File: src/rtl/ram8_arbiter_if.sv
// Request/response/RAM bundle between two masters, the arbiter and a RAM8.
//   r0_*/r1_*      : valid/ready requests (we, addr, wdata) from masters 0 and 1
//   resp*_valid    : one-cycle response pulses, resp_rdata shared data
//   ram_*          : address/in/load to the RAM8, ram_out back from it
// slave modport is the arbiter side; master modport is the environment side.
interface ram8_arbiter_if #(
    parameter int unsigned WIDTH  = 16,
    parameter int unsigned ADDR_W = 3
);
    logic              r0_valid;
    logic              r0_we;
    logic [ADDR_W-1:0] r0_addr;
    logic [WIDTH-1:0]  r0_wdata;
    logic              r0_ready;

    logic              r1_valid;
    logic              r1_we;
    logic [ADDR_W-1:0] r1_addr;
    logic [WIDTH-1:0]  r1_wdata;
    logic              r1_ready;

    logic              resp0_valid;
    logic              resp1_valid;
    logic [WIDTH-1:0]  resp_rdata;

    logic [ADDR_W-1:0] ram_address;
    logic [WIDTH-1:0]  ram_in;
    logic              ram_load;
    logic [WIDTH-1:0]  ram_out;

    modport slave (
        input  r0_valid, r0_we, r0_addr, r0_wdata,
        output r0_ready,
        input  r1_valid, r1_we, r1_addr, r1_wdata,
        output r1_ready,
        output resp0_valid, resp1_valid, resp_rdata,
        output ram_address, ram_in, ram_load,
        input  ram_out
    );

    modport master (
        output r0_valid, r0_we, r0_addr, r0_wdata,
        input  r0_ready,
        output r1_valid, r1_we, r1_addr, r1_wdata,
        input  r1_ready,
        input  resp0_valid, resp1_valid, resp_rdata,
        input  ram_address, ram_in, ram_load,
        output ram_out
    );
endinterface

File: src/rtl/ram8_arbiter.sv
// Two-requester round-robin arbiter and access sequencer for one RAM8.
// Pipeline: G (comb grant) -> A (command regs drive RAM) -> B (response regs).
// Ports:
//   clk    : clock, all state on posedge
//   reset  : synchronous active-high reset
//   bus    : ram8_arbiter_if.slave (requests, responses, RAM8 port)
module ram8_arbiter #(
    parameter int unsigned WIDTH  = 16,
    parameter int unsigned ADDR_W = 3
) (
    input  logic           clk,
    input  logic           reset,
    ram8_arbiter_if.slave  bus
);

    logic              grant0;
    logic              grant1;

    logic              last_winner_q, last_winner_d;
    logic              a_valid_q,     a_valid_d;
    logic              a_id_q,        a_id_d;
    logic              a_we_q,        a_we_d;
    logic [ADDR_W-1:0] a_addr_q,      a_addr_d;
    logic [WIDTH-1:0]  a_wdata_q,     a_wdata_d;
    logic              resp0_valid_q, resp0_valid_d;
    logic              resp1_valid_q, resp1_valid_d;
    logic [WIDTH-1:0]  resp_rdata_q,  resp_rdata_d;

    // Grant and next-state logic. last_winner_q=1 means r1 won last, so a tie goes to r0.
    always_comb begin
        grant0        = 1'b0;
        grant1        = 1'b0;
        last_winner_d = last_winner_q;
        a_valid_d     = 1'b0;
        a_id_d        = a_id_q;
        a_we_d        = a_we_q;
        a_addr_d      = a_addr_q;
        a_wdata_d     = a_wdata_q;
        resp0_valid_d = a_valid_q & ~a_id_q;
        resp1_valid_d = a_valid_q &  a_id_q;
        resp_rdata_d  = resp_rdata_q;

        if (!reset) begin
            grant0 = bus.r0_valid & (~bus.r1_valid | last_winner_q);
            grant1 = bus.r1_valid & (~bus.r0_valid | ~last_winner_q);
        end

        if (grant0) begin
            last_winner_d = 1'b0;
            a_valid_d     = 1'b1;
            a_id_d        = 1'b0;
            a_we_d        = bus.r0_we;
            a_addr_d      = bus.r0_addr;
            a_wdata_d     = bus.r0_wdata;
        end else if (grant1) begin
            last_winner_d = 1'b1;
            a_valid_d     = 1'b1;
            a_id_d        = 1'b1;
            a_we_d        = bus.r1_we;
            a_addr_d      = bus.r1_addr;
            a_wdata_d     = bus.r1_wdata;
        end

        // Read data is ram_out before the write edge; writes echo their own data.
        if (a_valid_q) begin
            resp_rdata_d = a_we_q ? a_wdata_q : bus.ram_out;
        end
    end

    // State registers.
    always_ff @(posedge clk) begin
        if (reset) begin
            last_winner_q <= 1'b1;
            a_valid_q     <= 1'b0;
            a_id_q        <= 1'b0;
            a_we_q        <= 1'b0;
            a_addr_q      <= ADDR_W'(0);
            a_wdata_q     <= WIDTH'(0);
            resp0_valid_q <= 1'b0;
            resp1_valid_q <= 1'b0;
            resp_rdata_q  <= WIDTH'(0);
        end else begin
            last_winner_q <= last_winner_d;
            a_valid_q     <= a_valid_d;
            a_id_q        <= a_id_d;
            a_we_q        <= a_we_d;
            a_addr_q      <= a_addr_d;
            a_wdata_q     <= a_wdata_d;
            resp0_valid_q <= resp0_valid_d;
            resp1_valid_q <= resp1_valid_d;
            resp_rdata_q  <= resp_rdata_d;
        end
    end

    assign bus.r0_ready    = grant0;
    assign bus.r1_ready    = grant1;
    assign bus.resp0_valid = resp0_valid_q;
    assign bus.resp1_valid = resp1_valid_q;
    assign bus.resp_rdata  = resp_rdata_q;
    assign bus.ram_address = a_addr_q;
    assign bus.ram_in      = a_wdata_q;
    // Gating with reset drops an in-flight write instead of committing it.
    assign bus.ram_load    = a_valid_q & a_we_q & ~reset;

endmodule

File: src/flat_wrapper.sv
// flat-port wrapper written by rule: the top's interface ports become plain ports
module ram8_arbiter_flat 
#(
    parameter int unsigned WIDTH  = 16,
    parameter int unsigned ADDR_W = 3
)
  (clk, reset, bus_r0_valid, bus_r0_we, bus_r0_addr, bus_r0_wdata, bus_r0_ready, bus_r1_valid, bus_r1_we, bus_r1_addr, bus_r1_wdata, bus_r1_ready, bus_resp0_valid, bus_resp1_valid, bus_resp_rdata, bus_ram_address, bus_ram_in, bus_ram_load, bus_ram_out);
  ram8_arbiter_if #(.WIDTH(WIDTH), .ADDR_W(ADDR_W)) bus_i ();
  input  logic clk;
  input  logic reset;
  input wire logic [$bits(bus_i.r0_valid)-1:0] bus_r0_valid;
  input wire logic [$bits(bus_i.r0_we)-1:0] bus_r0_we;
  input wire logic [$bits(bus_i.r0_addr)-1:0] bus_r0_addr;
  input wire logic [$bits(bus_i.r0_wdata)-1:0] bus_r0_wdata;
  output wire logic [$bits(bus_i.r0_ready)-1:0] bus_r0_ready;
  input wire logic [$bits(bus_i.r1_valid)-1:0] bus_r1_valid;
  input wire logic [$bits(bus_i.r1_we)-1:0] bus_r1_we;
  input wire logic [$bits(bus_i.r1_addr)-1:0] bus_r1_addr;
  input wire logic [$bits(bus_i.r1_wdata)-1:0] bus_r1_wdata;
  output wire logic [$bits(bus_i.r1_ready)-1:0] bus_r1_ready;
  output wire logic [$bits(bus_i.resp0_valid)-1:0] bus_resp0_valid;
  output wire logic [$bits(bus_i.resp1_valid)-1:0] bus_resp1_valid;
  output wire logic [$bits(bus_i.resp_rdata)-1:0] bus_resp_rdata;
  output wire logic [$bits(bus_i.ram_address)-1:0] bus_ram_address;
  output wire logic [$bits(bus_i.ram_in)-1:0] bus_ram_in;
  output wire logic [$bits(bus_i.ram_load)-1:0] bus_ram_load;
  input wire logic [$bits(bus_i.ram_out)-1:0] bus_ram_out;
  assign bus_i.r0_valid = bus_r0_valid;
  assign bus_i.r0_we = bus_r0_we;
  assign bus_i.r0_addr = bus_r0_addr;
  assign bus_i.r0_wdata = bus_r0_wdata;
  assign bus_r0_ready = bus_i.r0_ready;
  assign bus_i.r1_valid = bus_r1_valid;
  assign bus_i.r1_we = bus_r1_we;
  assign bus_i.r1_addr = bus_r1_addr;
  assign bus_i.r1_wdata = bus_r1_wdata;
  assign bus_r1_ready = bus_i.r1_ready;
  assign bus_resp0_valid = bus_i.resp0_valid;
  assign bus_resp1_valid = bus_i.resp1_valid;
  assign bus_resp_rdata = bus_i.resp_rdata;
  assign bus_ram_address = bus_i.ram_address;
  assign bus_ram_in = bus_i.ram_in;
  assign bus_ram_load = bus_i.ram_load;
  assign bus_i.ram_out = bus_ram_out;
  ram8_arbiter #(.WIDTH(WIDTH), .ADDR_W(ADDR_W)) u_core (.clk(clk), .reset(reset), .bus(bus_i));
endmodule
File: config.mk
export PLATFORM = sky130hd
export DESIGN_NAME = ram8_arbiter_flat
export DESIGN_NICKNAME = d
export VERILOG_FILES = /design/src/rtl/ram8_arbiter_if.sv /design/src/rtl/ram8_arbiter.sv /design/src/flat_wrapper.sv
export SDC_FILE = /design/constraint.sdc
export NUM_CORES = 1
export LEC_CHECK = 0
export BUFFER_PORTS_ARGS = -buffer_cell sky130_fd_sc_hd__buf_2
export CAP_MARGIN = 20
export CORE_ASPECT_RATIO = 2
export CORE_MARGIN = 4
export CORE_UTILIZATION = 40
export CTS_CLUSTER_SIZE = 8
export DETAILED_ROUTE_END_ITERATION = 8
export PLACE_DENSITY = 0.72
export SLEW_MARGIN = 10
export SYNTH_ARGS = -nofsm -noshare
export SYNTH_HDL_FRONTEND = slang
export SYNTH_SLANG_ARGS = --single-unit
File: constraint.sdc
create_clock -name clk -period 1.1 [get_ports clk]
set_input_delay 0.165 -clock clk [delete_from_list [all_inputs] [get_ports clk]]
set_output_delay 0.165 -clock clk [all_outputs]
set_load 0.01 [all_outputs]
=== After elaboration in Yosys (flattened, before gate mapping) ===
Index checks and enable logic that the tools add are counted.

* Register bits: 41
* Input port bits: 60
* Output and inout bits: 40
* Word-level logic and storage cells: 37

* Muxes and demuxes: 13
* Bitwise logic cells: 13
* Reductions and logical operators: 2

{| class="wikitable"
|+ Operator list
! kind !! number
|-
| $mux W16 || 3
|-
| $mux W1 || 8
|-
| $and A1 B1 Y1 || 6
|-
| $mux W3 || 2
|-
| $not A1 Y1 || 5
|-
| $or A1 B1 Y1 || 2
|-
| $reduce_bool A2 Y1 || 1
|-
| $reduce_or A2 Y1 || 1
|}

=== Depth between registers and ports, before layout ===
Gate-level depths: netlist of run 1.

* Depth in word-level cells: 6
* Gate-level depth with buffers: 5
* Depth with buffers taken out: 3

=== Worst setup path before layout of run 1 ===
OpenSTA, ideal clock, no wires.

* Path kind: register -> output
* From: register u_core.last_winner_q
* To: output port bus_r0_ready
* Arrival time: 0.922 ns
* Data required time: 0.935 ns
* Setup slack: 0.013 ns
* Cell stages (with the launch flop): 5
* Path buffers: 1
* Cells stage by stage: dfxtp_1 nand2b_2 buf_6 nand2_1 inv_1

* Word-level cells in the longest chain between the ends: 3

{| class="wikitable"
|+ Ends and longest elaborated chain
! element !! RTL line !! RTL
|-
| start, declared || ram8_arbiter.sv:19 || <nowiki>logic last_winner_q, last_winner_d;</nowiki>
|-
| start signal, assigned || ram8_arbiter.sv:83 || <nowiki>last_winner_q <= last_winner_d;</nowiki>
|-
| $or A1 B1 Y1 || ram8_arbiter.sv:44 || <nowiki>grant0 = bus.r0_valid & (~bus.r1_valid | last_winner_q);</nowiki>
|-
| $and A1 B1 Y1 || ram8_arbiter.sv:44 ||
|-
| $mux W1 || ram8_arbiter.sv:43 || <nowiki>if (!reset) begin</nowiki>
|-
| end, declared || flat_wrapper.sv:15 || <nowiki>output wire logic [$bits(bus_i.r0_ready)-1:0] bus_r0_ready;</nowiki>
|}

No other way between the ends.

=== Worst setup path in the final report of run 1 ===
Same ends and word-level chain as after synthesis.

==> results of run 1 <==
[metal layers]
metal	GRT usage	up-vias
li1	-	997
met5	0	-
met1	0.205	892
met2	0.354	66
met4	0.0662	0
met3	0.0260	6
[synth_stat cells]
cell	instances
mux2i_1	16
a31o_1	7
a211oi_1	16
clkbuf_1	6
a31o_2	2
nor2_1	18
dfxtp_1	41
buf_6	4
buf_2	8
a31oi_1	20
and3b_1	2
nand2b_2	1
o21ai_1	1
nand2_1	13
buf_4	3
o21bai_1	3
and2_1	1
nor3b_1	1
nand3_1	31
and2b_2	1
o21ai_0	8
inv_1	11
nand2b_1	1
clkbuf_2	1
and2b_1	1
a21oi_1	1
[flip-flops by register name, indices dropped and copies added, names as in the netlist]
register / cells
u_core.bus.resp_rdata: 16
u_core.bus.resp1_valid: 1
u_core.last_winner_q: 1
u_core.a_we_q: 1
u_core.bus.resp0_valid: 1
u_core.a_valid_q: 1
u_core.bus.ram_address: 3
u_core.a_id_q: 1
u_core.bus.ram_in: 16
[cell families (layout without fill, tap and decap cells)]
group / count (synthesis) / in the layout
AOI/OAI and AO/OA: 58 / 58
buffers and inverters: 33 / 139
DFF: 41 / 41
muxes: 16 / 16
and+or+nand+nor: 70 / 70
[repair_timing]
item                       in CTS  in global routing
resized for setup              12                  6
cloned                          0                  1
setup buffers                   4                  0
hold buffers                    0                  0
setup endpoints to repair      22                 24
pin swaps                       3                  2
[layout make-up]
class	instances	area, µm²	area share
timing repair buffer	121	709	0.269
multi-input combinational	144	908	0.344
sequential	41	825	0.312
clock buffer	7	86.3	0.0327
inverter	11	41.3	0.0156
tap	55	68.8	0.0261
[worst max-delay path by stage]
stage | startpoint | to | slack (ps)
final | u_core.last_winner_q | bus_r0_ready | -50
after global routing | u_core.last_winner_q | bus_r0_ready | -90
after CTS | u_core.last_winner_q | bus_r0_ready | -60
after detailed placement | u_core.last_winner_q | u_core.bus.ram_in[9] | -20
after global placement | bus_r0_valid | u_core.bus.ram_in[12] | 6
after floorplan | u_core.last_winner_q | bus_r0_ready | 10
[worst max-delay path, stage by stage (launching register included)]
cell	delay, ps
dfxtp_2	340
nand2b_4	160
nand2_4	60
inv_2	30
buf_6	110
[metrics by stage]
stage	TNS, ps	power, W	area, µm²	utilization	hold slack (ps)
6_report	-78.8	0.00336	2640	0.574	136
2_1_floorplan	0	0.00207	1890	-	311
3_3_place_gp	0	0.00236	2440	0.532	432
3_5_place_dp	-77.5	0.00237	2440	0.532	438
5_1_grt	-712	0.00353	2640	0.574	130
4_1_cts	-206	0.00336	2600	0.565	130
[power groups by stage]
stage	registers, W	clock network (W)	logic [W]
2_1_floorplan	0.00173	0	0.000342
3_3_place_gp	0.00169	0	0.000664
3_5_place_dp	0.00170	0	0.000673
5_1_grt	0.00168	0.00107	0.000785
6_report	0.00166	0.000985	0.000715
4_1_cts	0.00166	0.000999	0.000702
==> run_results.csv, run 1 <==
group,metric,value,unit
status,status,"finished, violations left",
status,violations,"setup timing",
route,ant_nets,0,
power_and_ir_drop,swShare,0.273,
timing,tightest_slew,357,ps
yosys,synth_cells,218,
timing,finalMaxSlewViolations,0,
critical_path,path_class,"reg2out",
yosys,syn_nets,278,
cells_and_area,area_delta_synth_final,39.8,%
timing,hold_viol_final,0,
power_and_ir_drop,cell_internal_pwr,0.00244,W
flow_run,cap_violations,0,
clock_tree,clk_pin_slew,70,ps
clock_tree,clkLatencyLatePin,290,ps
yosys,postSynthAreaPerCell,8.66,µm²
route,initialDrtViolationCount,45,
global_routing,grt_usage,0.188,
die,die_y,105,µm
cells_and_area,mostFrequentLayoutCell,"buf_2",
timing,period_share,1.04,
route,routed_wl,5.54,mm
power_and_ir_drop,ir_drop,0.000943,V
die,coreArea,4600,µm²
critical_path,critPathCaptureType,"output pin",
timing,worst_slack,-46.4,ps
global_routing,grt_pass1_wl,8.97,mm
die,die_x,56.6,µm
clock_tree,cts-htree-levels,2,
min_path,hp-class,"in2reg",
min_path,min_from,"bus_r0_wdata[7]",
min_path,whs_path_depth,3,
timing,rsz0062_at_grt,"yes",
critical_path,start_kind,"flop",
power_and_ir_drop,pwr-share-seq,0.494,
critical_path,rr_worst_depth,4,
cells_and_area,drive_gt1_frac,0.426,
global_routing,grt_start_max_net_pins,23,
cells_and_area,final_cell_count_no_fill,379,
min_path,hold_end,"u_core.bus.ram_in[7]",
die,rows,35,
timing,period_needed,1150,ps
die,io_pins,100,
yosys,ys_seq_area_frac,0.435,
critical_path,worstPathRequired,940,ps
yosys,ys_ff_latch,41,
yosys,yosys_warnings,0,
die,die_area,5950,µm²
critical_path,cp.arrival,980,ps
route,num_vias,1961,
timing,setup_violations,4,
global_routing,first_global_vias,1863,
cells_and_area,diodes,0,
route,top_layer_used,"met4",
power_and_ir_drop,power.density,1270,nW/µm²
cells_and_area,most-common-layout-cells,"buf_2, dfxtp_1, nand3_1",
timing,slew_headroom,0.762,
clock_tree,cts_tree,"yes",
die,start_util,0.411,
placement,place.gp.congestion,0.796,
power_and_ir_drop,leakagePower,1.24,nW
yosys,netlist_area,1890,µm²
route,wl_met1,2.00,mm
power_and_ir_drop,clockPowerShare,0.293,
yosys,yosys.area.top_type_share,0.435,
yosys,yosys.area_share.simple,0.177,
yosys,synthXorXnorAreaFrac,0,
placement,hpwl,4.21,mm
route,routedWlPerCell,14.6,µm
cells_and_area,fillers,463,
timing,max_freq,872,MHz
clock_tree,ctsRootBufferMaster,"clkbuf_8",
power_and_ir_drop,power_switching,0.000918,W
route,vias_per_cell,5.17,
yosys,synth_top_family_by_area,"compound AO/OA/AOI/OAI gates",
timing,fin_skew,5.69,ps
placement,io_buffers,99,
critical_path,reg2reg_slack,0,ps
yosys,synthMuxAreaShare,0.0848,
placement,place_ws,-15.2,ps
placement,place_inst,367,
yosys,synth_cell_types,26,
global_routing,grt_antenna_before_repair,0,
critical_path,r2r_start,"u_core.last_winner_q",
yosys,netlist_top_cells_area,"dfxtp_1, mux2i_1, nand3_1, a31oi_1, a211oi_1",
clock_tree,numCtsBuffers,5,
critical_path,r2r-end,"u_core.bus.ram_in[8]",
route,drc,0,
yosys,synth-compound-area-share,0.210,
power_and_ir_drop,comb_power_share,0.213,
clock_tree,cts_buffer_depth,2,
cells_and_area,finalNetCount,384,
yosys,synth_fa_ha_area_frac,0,
route,firstDrtPassIters,4,
route,route.met3.wl,327,µm
yosys,yosysTopAreaCell,"dfxtp_1",
route,dr_wl_met2,3.13,mm
critical_path,cp_max_fo,4,
clock_tree,cts_sinks,41,
global_routing,gr-total-overflow,0,
Note: power is estimated with default switching activity, not from simulation.
==> run 2, diff against run 1 <==
SETUP_SLACK_MARGIN = 0.4   (was default)
==> run 2 against run 1 <==
Effect of this change: the run still ends with setup timing left; flip-flop and latch count unchanged; highest routed layer unchanged; largest cell class is now buffers; power up 22%; routed wire length up 35%; largest power group unchanged; combinational power up 59%.
==> run_results.csv, run 2 (synthesized netlist as in run 1, its figures left out) <==
group,metric,value,unit
route,dr_wl_met2,4.36,mm
power_and_ir_drop,power_switching,0.00110,W
power_and_ir_drop,power.density,1180,nW/µm²
placement,place.gp.congestion,0.821,
die,start_util,0.411,
critical_path,cp.arrival,1040,ps
global_routing,grt_usage,0.233,
cells_and_area,finalNetCount,418,
critical_path,critPathCaptureType,"output pin",
min_path,hold_end,"u_core.bus.ram_in[7]",
cells_and_area,most-common-layout-cells,"buf_2, buf_6, dfxtp_2",
global_routing,gr-total-overflow,0,
die,io_pins,100,
critical_path,start_kind,"flop",
clock_tree,cts_hold_buf,0,
timing,period_needed,1200,ps
power_and_ir_drop,leakagePower,1.56,nW
timing,setup_violations,7,
timing,rsz0062_at_grt,"yes",
clock_tree,cts_sinks,41,
cells_and_area,area_delta_synth_final,84.5,%
global_routing,grt_pass1_wl,10.8,mm
route,firstDrtPassIters,4,
power_and_ir_drop,ir_drop,0.00126,V
route,routed_wl,7.47,mm
critical_path,worstPathRequired,940,ps
global_routing,first_global_vias,2284,
global_routing,grt_start_max_net_pins,31,
placement,place_ws,19.0,ps
timing,finalMaxSlewViolations,0,
critical_path,r2r-end,"u_core.bus.ram_in[12]",
timing,hold_viol_final,0,
placement,place_area,2510,µm²
clock_tree,cts-htree-levels,2,
route,route.met3.wl,361,µm
power_and_ir_drop,cell_internal_pwr,0.00300,W
timing,slew_headroom,0.703,
critical_path,path_class,"reg2out",
flow_run,cap_violations,0,
cells_and_area,final_area,3480,µm²
die,die_x,56.6,µm
route,ant_nets,0,
min_path,hp-class,"in2reg",
power_and_ir_drop,swShare,0.269,
critical_path,r2r_start,"u_core.last_winner_q",
die,die_y,105,µm
route,initialDrtViolationCount,61,
route,num_vias,2292,
route,routedWlPerCell,18.0,µm
status,violations,"setup timing",
cells_and_area,mostFrequentLayoutCell,"buf_2",
min_path,whs_path_depth,3,
die,rows,35,
timing,max_freq,832,MHz
critical_path,reg2reg_slack,-20,ps
timing,worst_slack,-102,ps
route,top_layer_used,"met4",
placement,io_buffers,99,
placement,hpwl,4.49,mm
global_routing,grt_antenna_before_repair,0,
cells_and_area,drive_gt1_frac,0.641,
cells_and_area,diodes,0,
power_and_ir_drop,clockPowerShare,0.307,
clock_tree,cts_tree,"yes",
critical_path,cp_max_fo,2,
clock_tree,clkLatencyLatePin,290,ps
clock_tree,cts_buffer_depth,2,
route,wl_met1,2.49,mm
die,die_area,5950,µm²
timing,setup_tns,-291,ps
timing,period_share,1.09,
timing,fin_skew,5.87,ps
timing,whs,121,ps
status,status,"finished, violations left",
power_and_ir_drop,comb_power_share,0.279,
route,vias_per_cell,5.54,
cells_and_area,fillers,316,
timing,tightest_slew,446,ps
power_and_ir_drop,pwr-share-seq,0.414,
clock_tree,numCtsBuffers,5,
clock_tree,clk_pin_slew,70,ps
die,coreArea,4600,µm²
min_path,min_from,"bus_r0_wdata[7]",
route,drc,0,
clock_tree,ctsRootBufferMaster,"clkbuf_8",
critical_path,rr_worst_depth,4,
cells_and_area,post-route-util,0.758,
-- run 2: cell count changes in the layout (fill, tap and decap cells not counted), moves of 11 or more --
cell     previous run  this run
buf_6               5        52
dfxtp_2             3        37
nand3_1            31        20
buf_4              17        33
buf_2              97        61
dfxtp_1            38         2
nand3_2             0        11
-- run 2: layout make-up --
| type | count | area, µm² | area share |
|---|---|---|---|
| clock buffers | 7 | 86.3 | 0.0248 |
| flip-flops and latches | 41 | 875 | 0.251 |
| repair buffers | 155 | 1320 | 0.380 |
| multi-input cells | 144 | 1060 | 0.304 |
| well taps | 55 | 68.8 | 0.0198 |
| clock inverters | 1 | 30.0 | 0.00862 |
| inverters | 11 | 41.3 | 0.0119 |
-- run 2: critical path, stage by stage (launching register included) --
cell and delay, ps:
dfxtp_4 350, buf_6 110, and3b_1 150, buf_2 140
-- run 2: worst max path at each step --
stage	slack, ps	from	cells past startpoint	endpoint
after floorplan	140	u_core.a_we_q	4	u_core.bus.resp_rdata[10]
after global placement	50	reset	4	bus_r1_ready
after detailed placement	20	reset	4	u_core.bus.ram_in[0]
after CTS	-90	u_core.a_we_q	3	bus_ram_load
after global routing	-140	u_core.last_winner_q	4	bus_r0_ready
final	-100	u_core.a_we_q	3	bus_ram_load
-- run 2: timing repair --
action | CTS | global route
cloned | 4 | 1
pin swaps | 13 | 8
gates resized for setup | 112 | 19
setup endpoints to repair | 80 | 80
setup buffers | 25 | 9
-- run 2: metal layers --
layer | up-vias | global-route usage
met2 | 105 | 0.421
met3 | 24 | 0.0433
met5 | - | 0
met1 | 1096 | 0.247
met4 | 0 | 0.115
li1 | 1067 | -
-- run 2: power by group through the flow --
stage	Combinational (W)	Clock [W]	Sequential (W)
6_report	0.00114	0.00126	0.00170
2_1_floorplan	0.000383	0	0.00173
4_1_cts	0.00103	0.00126	0.00169
3_3_place_gp	0.000698	0	0.00170
5_1_grt	0.00121	0.00134	0.00171
3_5_place_dp	0.000705	0	0.00170
-- run 2: per-stage QoR --
stage | instances | total power [W]
floorplan | 218 | 0.00211
global placement | 367 | 0.00240
detailed placement | 367 | 0.00241
CTS | 404 | 0.00398
global route | 414 | 0.00425
finish | 414 | 0.00410
